[src/rtl/r_router_pkg.sv]
// Shared router constants and types for the FIFO-side address/enable controller.
package r_router_pkg;
  localparam int NUM_FIFO = 3;
  localparam int ADDR_W   = 2;
  localparam int TIMEOUT  = 30;
  localparam int CNT_W    = 5;

  localparam logic [ADDR_W-1:0] INVALID_ADDR = '1;

  typedef logic [NUM_FIFO-1:0] fifo_vec_t;
endpackage

[src/rtl/r_fifo_timeout.sv]
// Per-FIFO read timeout: counts cycles a FIFO holds data unread and emits
// a one-cycle soft reset once TIMEOUT consecutive idle cycles have elapsed.
module r_fifo_timeout #(
  parameter int TIMEOUT = r_router_pkg::TIMEOUT,
  parameter int CNT_W   = r_router_pkg::CNT_W
) (
  input  logic clk,
  input  logic rst,
  input  logic vld,
  input  logic rd,
  output logic soft_rst
);
  logic [CNT_W-1:0] cnt;
  logic             inc;

  // The pulse cycle itself is excluded so back-to-back pulses are TIMEOUT+1 apart.
  assign inc = vld & ~rd & ~soft_rst;

  always_ff @(posedge clk or posedge rst) begin
    if (rst) begin
      cnt      <= '0;
      soft_rst <= 1'b0;
    end else if (rd || !vld) begin
      cnt      <= '0;
      soft_rst <= 1'b0;
    end else if (inc && cnt == CNT_W'(TIMEOUT - 1)) begin
      cnt      <= '0;
      soft_rst <= 1'b1;
    end else if (inc) begin
      cnt      <= cnt + 1'b1;
      soft_rst <= 1'b0;
    end else begin
      soft_rst <= 1'b0;
    end
  end
endmodule

[src/rtl/r_fifo_sync.sv]
// Router FIFO controller: latches header address, steers one-hot write enables,
// muxes the addressed FIFO's full flag and runs per-FIFO read timeouts.
module r_fifo_sync #(
  parameter int NUM_FIFO = r_router_pkg::NUM_FIFO,
  parameter int ADDR_W   = r_router_pkg::ADDR_W,
  parameter int TIMEOUT  = r_router_pkg::TIMEOUT,
  parameter int CNT_W    = r_router_pkg::CNT_W
) (
  input  logic                clk,
  input  logic                rst,
  input  logic                detect_add,
  input  logic [ADDR_W-1:0]   din_addr,
  input  logic                write_enb_reg,
  input  logic [NUM_FIFO-1:0] empty,
  input  logic [NUM_FIFO-1:0] full,
  input  logic [NUM_FIFO-1:0] read_enb,
  output logic [NUM_FIFO-1:0] write_enb,
  output logic                fifo_full,
  output logic [NUM_FIFO-1:0] vld_out,
  output logic [NUM_FIFO-1:0] soft_rst
);
  logic [ADDR_W-1:0] addr;

  always_ff @(posedge clk or posedge rst) begin
    if (rst)             addr <= ADDR_W'(r_router_pkg::INVALID_ADDR);
    else if (detect_add) addr <= din_addr;
  end

  // Matching only indices below NUM_FIFO makes out-of-range addresses drop silently.
  always_comb begin
    write_enb = '0;
    fifo_full = 1'b0;
    for (int i = 0; i < NUM_FIFO; i++) begin
      if (addr == ADDR_W'(i)) begin
        write_enb[i] = write_enb_reg;
        fifo_full    = full[i];
      end
    end
  end

  assign vld_out = ~empty;

  for (genvar g = 0; g < NUM_FIFO; g++) begin : g_to
    r_fifo_timeout #(
      .TIMEOUT (TIMEOUT),
      .CNT_W   (CNT_W)
    ) u_to (
      .clk      (clk),
      .rst      (rst),
      .vld      (vld_out[g]),
      .rd       (read_enb[g]),
      .soft_rst (soft_rst[g])
    );
  end
endmodule

[config.mk]
export PLATFORM = sky130hd
export DESIGN_NAME = r_fifo_sync
export DESIGN_NICKNAME = d
export VERILOG_FILES = /design/src/rtl/r_router_pkg.sv /design/src/rtl/r_fifo_timeout.sv /design/src/rtl/r_fifo_sync.sv
export SDC_FILE = /design/constraint.sdc
export NUM_CORES = 1
export LEC_CHECK = 0
export ABC_CLOCK_PERIOD_IN_PS = 1700
export CAP_MARGIN = 10
export CORE_MARGIN = 4
export CORE_UTILIZATION = 30
export CTS_CLUSTER_DIAMETER = 50
export CTS_CLUSTER_SIZE = 25
export DETAILED_ROUTE_END_ITERATION = 8
export GPL_TIMING_DRIVEN = 0
export SKIP_LAST_GASP = 1
export SLEW_MARGIN = 20
export SYNTH_ARGS = -nofsm -noshare
export SYNTH_HDL_FRONTEND = slang
export SYNTH_SLANG_ARGS = --single-unit
export TNS_END_PERCENT = 10
[constraint.sdc]
create_clock -name clk -period 1.7 [get_ports clk]
set_input_delay 0.425 -clock clk [delete_from_list [all_inputs] [get_ports clk]]
set_output_delay 0.425 -clock clk [all_outputs]
set_load 0.01 [all_outputs]
# Yosys cells after proc, flatten, opt, wreduce, memory -nomap -nowiden
# Index checks and enable logic that the tools add are counted.
totals:
  reg_bits: 20
op_classes:
  add_sub_neg: 3
  eq_ne: 5
  n_mux: 21
  n_bitwise: 13
  n_reduce_logical: 13
ops:
  columns: ["operator", "count"]
  rows:
  - ["5-bit two-way mux", 9]
  - ["5-bit by 1-bit adder with 5-bit output, second input constant", 3]
  - ["5-bit == test, second input constant", 3]
  - ["1-bit two-way mux", 12]
  - ["3-bit nonzero test", 3]
  - ["1-bit AND", 6]
  - ["1-bit inverter", 6]
  - ["1-bit logical AND", 3]
  - ["1-bit zero test", 3]
  - ["1-bit logical OR", 3]
  - ["3-bit inverter", 1]
  - ["2-bit by 1-bit == test with 1-bit output, second input constant", 1]
  - ["2-bit == test, second input constant", 1]
  - ["2-bit zero test", 1]

# Depth between registers and ports, before layout
# Gate-level depths: netlist of the first run.
logic_depth:
  word_depth: 6
  mapped_depth: 5
  depth_no_buf: 5

# Hierarchy
# Synthesis of the first run repeated with hierarchy kept, for this count alone.
hier_totals:
  hier_cells: 120
  area_unflattened_um2: 1097.3
by_module_without_submodules:
  columns: ["mod", "instances", "cells_per_inst", "area_per_inst_um2", "seq_area_each_um2"]
  rows:
  - ["r_fifo_timeout", 3, 35, 320.3, 150.1]
  - ["r_fifo_sync", 1, 15, 136.4, 52.6]

# Least setup slack after synthesis of the first run
# Ideal clock, no wire load.
synth_path:
  path_type: "register to register"
  from: "register g_to[2].u_to.cnt[0]"
  to: "register g_to[2].u_to.cnt[1]"
  setup_time_ps: 77
  arrival_time_ps: 1257
  required_ps: 1623
  setup_slack_ps: 365
  stages_incl_launch_ff: 5
  n_path_buf: 0
  period_less_slack_ps: 1335
  path_cell_list: "dfrtp_1 > ha_1 > and4_2 > or3_1 > a21oi_1"
synth_between:
  elab_chain_len: 4
synth_rtl:
  columns: ["item", "line", "source"]
  rows:
  - ["from (decl)", "r_fifo_timeout.sv:13", "logic [CNT_W-1:0] cnt;"]
  - ["from (signal assigned)", "r_fifo_timeout.sv:30", "cnt <= cnt + 1'b1;"]
  - ["5-bit by 1-bit adder with 5-bit output or 5-bit == test (tied branches)", "r_fifo_timeout.sv:30, r_fifo_timeout.sv:26", null]
  - ["5-bit two-way mux or 1-bit logical AND (tied branches)", "r_fifo_timeout.sv:29, r_fifo_timeout.sv:26", null]
  - ["5-bit two-way mux", "r_fifo_timeout.sv:26", "end else if (inc && cnt == CNT_W'(TIMEOUT - 1)) begin"]
  - ["5-bit two-way mux", "r_fifo_timeout.sv:23", "end else if (rd || !vld) begin"]
# Parallel ways exist; a longest one is shown, timed or not. The select of a mux whose other input is x is not followed.
# A chain may end at the register's enable or synchronous reset.

# Worst setup path after layout of the first run
layout_path:
  from: "input port write_enb_reg"
  to: "output port write_enb[2]"
layout_between:
  elab_chain_len: 1
layout_rtl:
  columns: ["item", "line", "source"]
  rows:
  - ["from (decl)", "r_fifo_sync.sv:13", "input logic write_enb_reg,"]
  - ["1-bit two-way mux", "r_fifo_sync.sv:34", "if (addr == ADDR_W'(i)) begin"]
  - ["to (decl)", "r_fifo_sync.sv:17", "output logic [NUM_FIFO-1:0] write_enb,"]
# Every way passes these cells.

==> impl_metrics.ini, run 1 <==
[setup_path]
crit_chain = clkdlybuf4s50_1, and3b_1, dlygate4sd2_1
critPathLaunchType = input port
cp_data_required_time_ns = 1.27
crit_fanout = 3
worstPathArrival_ns = 1.34
cpMaxStageDelayCell = clkdlybuf4s50_1
path_class = in2out
cp_slowest_stage_delay_ns = 0.49
critPathCaptureType = output pin
startpoint = write_enb_reg
rr_startpoint = g_to[2].u_to.cnt[0]

[final_layout]
drive_above_1_share = 0.155
postLayoutCoreUtil = 0.413
fin_area_sq_um = 1520
num_antenna_cells = 0
layout.nets = 177
n_fill_cell = 355
area_growth_pct = 31.3

[sta]
fmax_mhz = 567
grt_setup_unrepaired = true
hold_viol_final = 0
relSlewSlack = 0.489
fin_crit_ns = 1.76
fin_ws_ns = -0.0633
setup_viol = 5
finClkSkew_ns = 0.00302
drv_slew = 0
worst_pin_slew_ns = 0.765
post-route-period-util = 1.04

[floorplanning]
std_cell_rows = 22
dieArea_sq_um = 4930
initial_core_util = 0.314
io_pins = 25
dieWidth_um = 70.2
die_h_um = 70.2
core_area_sq_um = 3690

[drt]
wire_per_inst_um = 11.6
vias = 997
wl_mm = 2.36
postRouteAntennaNets = 0
route.detailed.drc = 0
drt_first_pass_iters = 4
drt-vias-per-instance = 4.91
drt_iter0_drc = 23

[cts]
ctsHoldBuffers = 0
path_clk_slew_ns = 0.08
numCtsBuffers = 3
cts_buffer_depth = 2
cts_tree = built
cts_max_level = 1
insertion_delay_ns = 0.25
cts_sinks = 20
clock-root-buffer = clkbuf_8

[yosys]
yosysSeqAreaShare = 0.434
synth_most_common_cell = dfrtp_1
synth_top_family_by_area = simple AND/OR/NAND/NOR gates
syn_nets = 147
synth_seq_cells = 20
dominantRegCellSynth = dfrtp_1
syn_area_per_cell_sq_um = 9.21
ys_top_cells_by_count = dfrtp_1, a21oi_1, nand2_1
yosys.area_share.adder = 0.0647
syn-instance-count = 126
synth-simple-area-share = 0.286
synth_top_area_cell = dfrtp_1
synth_compound_area_frac = 0.105
synthTopCellsByArea = dfrtp_1, a21oi_1, ha_1, or3_1, dfstp_2
synth_top_area_share = 0.388
synth_edf_count = 0
yosys.cell_types.count = 27
synth_area_sq_um = 1160
yosysWarnings = 0
async_reset_ff_frac = 1.00
muxShareOfSynthArea = 0.0280
synth_xor_area_frac = 0

[outcome]
status = finished, violations left
violations = setup timing

[flow_run]
drv_cap = 0

[min_path]
hold_class = reg2reg
hp-start = g_to[0].u_to.cnt[1]

[placed_design]
dp_hpwl_mm = 1.82
pre_cts_ws_ns = -0.394
gp_congestion = 0.785
postPlaceCellArea_sq_um = 1460
io_buffer_count = 24

[power_and_ir_drop]
power_mw = 1.10
power.density_nw_per_um2 = 723
ir_worst_vdd_uv = 302
power_leakage_nw = 0.647

[grt]
antenna_found_initial = 0
overflow = 0
grt_max_degree = 21
grt_usage = 0.101
grt_pass1_vias = 994
grt_pass1_wl_mm = 4.21
state kept, by name, summed over array words and instances, names as in the netlist:
name                flops
addr                    2
g_to.u_to.cnt          15
g_to.u_to.soft_rst      3
power breakdown:
group / switching [mW] / internal (mW)
registers: 0.0146 / 0.491
clock network: 0.157 / 0.314
logic: 0.0517 / 0.0727
total: 0.223 / 0.877
routing by layer:
| layer | share of wire | global-route usage |
|---|---|---|
| met1 | 0.44 | 0.123 |
| met2 | 0.51 | 0.173 |
| met3 | 0.053 | 0.0259 |
| met4 | 0 | 0.0298 |
| met5 | 0 | 0 |
path summary, 6_finish.rpt:
check	end	depth (start not counted)	slack, ns
setup / recovery	write_enb[2]	3	-0.06
hold / removal	g_to[0].u_to.cnt[1]	2	0.57
setup reg to reg	g_to[2].u_to.cnt[1]	4	0.24
hold reg to reg	g_to[0].u_to.cnt[1]	2	0.57
max in group asynchronous	g_to[1].u_to.cnt[4]	2	0.62
min in group asynchronous	g_to[0].u_to.cnt[4]	2	0.60
cells by family (layout without fill, tap and decap cells):
family                     count (synthesis)  count (layout)
DFF                                       20              20
muxes                                      3               3
adders and majority gates                  6               6
and+or+nand+nor                           56              56
buffers and inverters                     19              48
AOI/OAI and AO/OA                         22              22
cell usage in the layout (no fill, tap or decap):
master / count
or3_1: 9
nand2_2: 1
nor2_1: 4
ha_1: 6
and4_2: 1
nand3_1: 6
clkbuf_1: 4
or2_2: 3
or4b_1: 3
dlygate4sd2_1: 5
a31oi_1: 3
and3b_1: 1
bufinv_16: 1
nor3b_1: 4
clkdlybuf4s50_1: 17
o31ai_1: 3
mux2_2: 2
nor3_1: 3
nand2_1: 12
a21oi_1: 15
nand3b_1: 4
inv_1: 7
nand4_1: 3
buf_4: 7
clkbuf_8: 3
dfrtp_1: 18
mux2i_1: 1
o21ai_0: 1
and4_1: 2
dfstp_2: 2
buf_2: 4
worst max-delay path: cells and delay by family:
| family | cells | cell delay (ns) |
|---|---|---|
| simple gates | 1 | 0.16 |
| buf+inv | 2 | 0.75 |
through the flow:
stage               hold slack, ns  instances  setup TNS, ns
global placement             0.550        198          -2.05
detailed placement           0.562        198          -2.17
floorplan                    0.387        126              0
global route                 0.585        203         -0.516
finish                       0.571        203         -0.242
CTS                          0.572        203         -0.359
cell type report:
type,instances,area (sq um),area share
clock buffer,3,41.3,0.0271
buffer,12,70.1,0.0460
tap,48,60.1,0.0394
inverter,7,26.3,0.0173
multi-input combinational,87,561,0.368
clock inverter,1,30.0,0.0197
timing repair buffer,25,231,0.152
sequential,20,503,0.330
what timing repair did:
item	4_1_cts	5_1_grt
gates resized for setup	12	1
pin swaps	0	0
buffers inserted	1	0
endpoints found under the setup margin	7	10
cloned	0	0
(Power assumes the default switching activity.)
==> run 2, diff against run 1 <==
--- a/config.mk
+++ b/config.mk
@@ -9,6 +9,7 @@
 export CAP_MARGIN = 10
 export CORE_MARGIN = 4
 export CORE_UTILIZATION = 30
+export CTS_BUF_LIST = sky130_fd_sc_hd__clkbuf_8
 export CTS_CLUSTER_DIAMETER = 50
 export CTS_CLUSTER_SIZE = 25
 export DETAILED_ROUTE_END_ITERATION = 8
==> results of run 2 <==
No change in the layout: final DEF, timing and power equal those of run 1.
==> run 3, diff against run 2 <==
--- a/config.mk
+++ b/config.mk
@@ -8,14 +8,15 @@
 export ABC_CLOCK_PERIOD_IN_PS = 1700
 export CAP_MARGIN = 10
 export CORE_MARGIN = 4
-export CORE_UTILIZATION = 30
+export CORE_UTILIZATION = 52
 export CTS_BUF_LIST = sky130_fd_sc_hd__clkbuf_8
 export CTS_CLUSTER_DIAMETER = 50
 export CTS_CLUSTER_SIZE = 25
 export DETAILED_ROUTE_END_ITERATION = 8
 export GPL_TIMING_DRIVEN = 0
+export PLACE_DENSITY = 0.82
 export SKIP_LAST_GASP = 1
-export SLEW_MARGIN = 20
+export SLEW_MARGIN = 0
 export SYNTH_ARGS = -nofsm -noshare
 export SYNTH_HDL_FRONTEND = slang
 export SYNTH_SLANG_ARGS = --single-unit
==> impl_metrics.ini, run 3 (synthesis gave the netlist of run 1 again) <==
[setup_path]
worstPathArrival_ns = 1.34
crit_fanout = 3
cp_data_required_time_ns = 1.27
path_class = in2out
critPathLaunchType = input port
critPathCaptureType = output pin
startpoint = write_enb_reg
rr_startpoint = g_to[2].u_to.cnt[0]

[final_layout]
area_growth_pct = 29.2
num_antenna_cells = 0
reg_top3 = g_to.u_to.cnt (15), g_to.u_to.soft_rst (3), addr (2)
fin_area_sq_um = 1500
layout.nets = 177
largest_reg_flops = 15
drive_above_1_share = 0.155
largest-register = g_to.u_to.cnt
layout_common_cells = dfrtp_1, clkdlybuf4s50_1, a21oi_1, nand2_1, or3_1
postLayoutCoreUtil = 0.734
final_common_cell = dfrtp_1

[power_and_ir_drop]
power.density_nw_per_um2 = 734
ir_worst_vdd_uv = 685
power_leakage_nw = 0.641
power_mw = 1.10

[flow_run]
drv_cap = 0

[grt]
grt_usage = 0.172
grt_pass1_wl_mm = 4.37
grt_pass1_vias = 980
overflow = 0
grt_max_degree = 21
antenna_found_initial = 0

[placed_design]
dp_hpwl_mm = 1.83
io_buffer_count = 24
postPlaceCellArea_sq_um = 1430
gp_congestion = 0.786

[sta]
fin_crit_ns = 1.77
hold_viol_final = 0
finClkSkew_ns = 0.00270
setup_viol = 5
grt_setup_unrepaired = true
fin_ws_ns = -0.0679
drv_slew = 0
relSlewSlack = 0.504
fmax_mhz = 566
worst_pin_slew_ns = 0.743
post-route-period-util = 1.04

[drt]
wl_mm = 2.47
wire_per_inst_um = 13.5
postRouteAntennaNets = 0
drt_iter0_drc = 13
drt_first_pass_iters = 4
drt-vias-per-instance = 5.52
route.detailed.drc = 0
vias = 1004

[floorplanning]
dieWidth_um = 55.2
std_cell_rows = 16
io_pins = 25
die_h_um = 55.2
dieArea_sq_um = 3050
core_area_sq_um = 2040
initial_core_util = 0.568

[outcome]
status = finished, violations left
violations = setup timing

[cts]
path_clk_slew_ns = 0.07
numCtsBuffers = 3
cts_sinks = 20
cts_tree = built
clock-root-buffer = clkbuf_8
ctsHoldBuffers = 0
insertion_delay_ns = 0.26
cts_max_level = 1
cts_buffer_depth = 2

[min_path]
hold_class = reg2reg
hp-start = g_to[0].u_to.cnt[1]
## run 3: changes by cell type in the layout (fill, tap and decap cells not counted)
cell / change
dlygate4sd2_1: -2
buf_2: -1
clkbuf_2: +1
clkdlybuf4s15_1: +2
## run 3: layout make-up
class                      count  area [sq um]
multi-input combinational     87           561
tap                           27          33.8
fill                         156           543
inverter                       7          26.3
clock buffer                   3          41.3
clock inverter                 1          30.0
buffer                        12          70.1
timing repair buffer          25           234
sequential                    20           503
## run 3: worst max-delay path, stage by stage
cell	delay [ns]
clkdlybuf4s50_1	0.49
and3b_1	0.17
clkdlybuf4s15_1	0.26
## run 3: final timing paths
path,depth (start not counted),to,slack (ns)
min reg2reg,2,g_to[0].u_to.cnt[1],0.57
min in group asynchronous,2,g_to[0].u_to.cnt[1],0.59
max in group asynchronous,2,g_to[1].u_to.cnt[1],0.64
min,2,g_to[0].u_to.cnt[1],0.57
max reg2reg,4,g_to[2].u_to.cnt[1],0.24
max,3,write_enb[2],-0.07
## run 3: power by group
group	leakage (nW)	internal (mW)	switching, mW	total, mW
Combinational	0.336	0.0740	0.0510	0.125
Clock	0.0357	0.314	0.155	0.469
Sequential	0.269	0.491	0.0150	0.506
## run 3: per-layer routing
metal / routed length, um / global-route usage / vias to the layer above
met5: 0 / 0 / -
met4: 8 / 0.0451 / 0
met3: 97 / 0.0466 / 2
met2: 1340 / 0.307 / 21
met1: 1020 / 0.202 / 478
li1: - / - / 503
## run 3: repair_timing
| action | in CTS | in global routing |
|---|---|---|
| setup buffers | 1 | 0 |
| setup endpoints to repair | 8 | 10 |
| gates resized for setup | 12 | 2 |
## run 3: stage by stage
stage	cells	hold slack, ns	setup WS (ns)	TNS [ns]
2_1_floorplan	126	0.387	0.365	0
3_3_place_gp	177	0.548	-0.370	-2.04
3_5_place_dp	177	0.557	-0.380	-2.14
4_1_cts	182	0.568	-0.0648	-0.325
5_1_grt	182	0.596	-0.0863	-0.558
6_report	182	0.567	-0.0679	-0.247
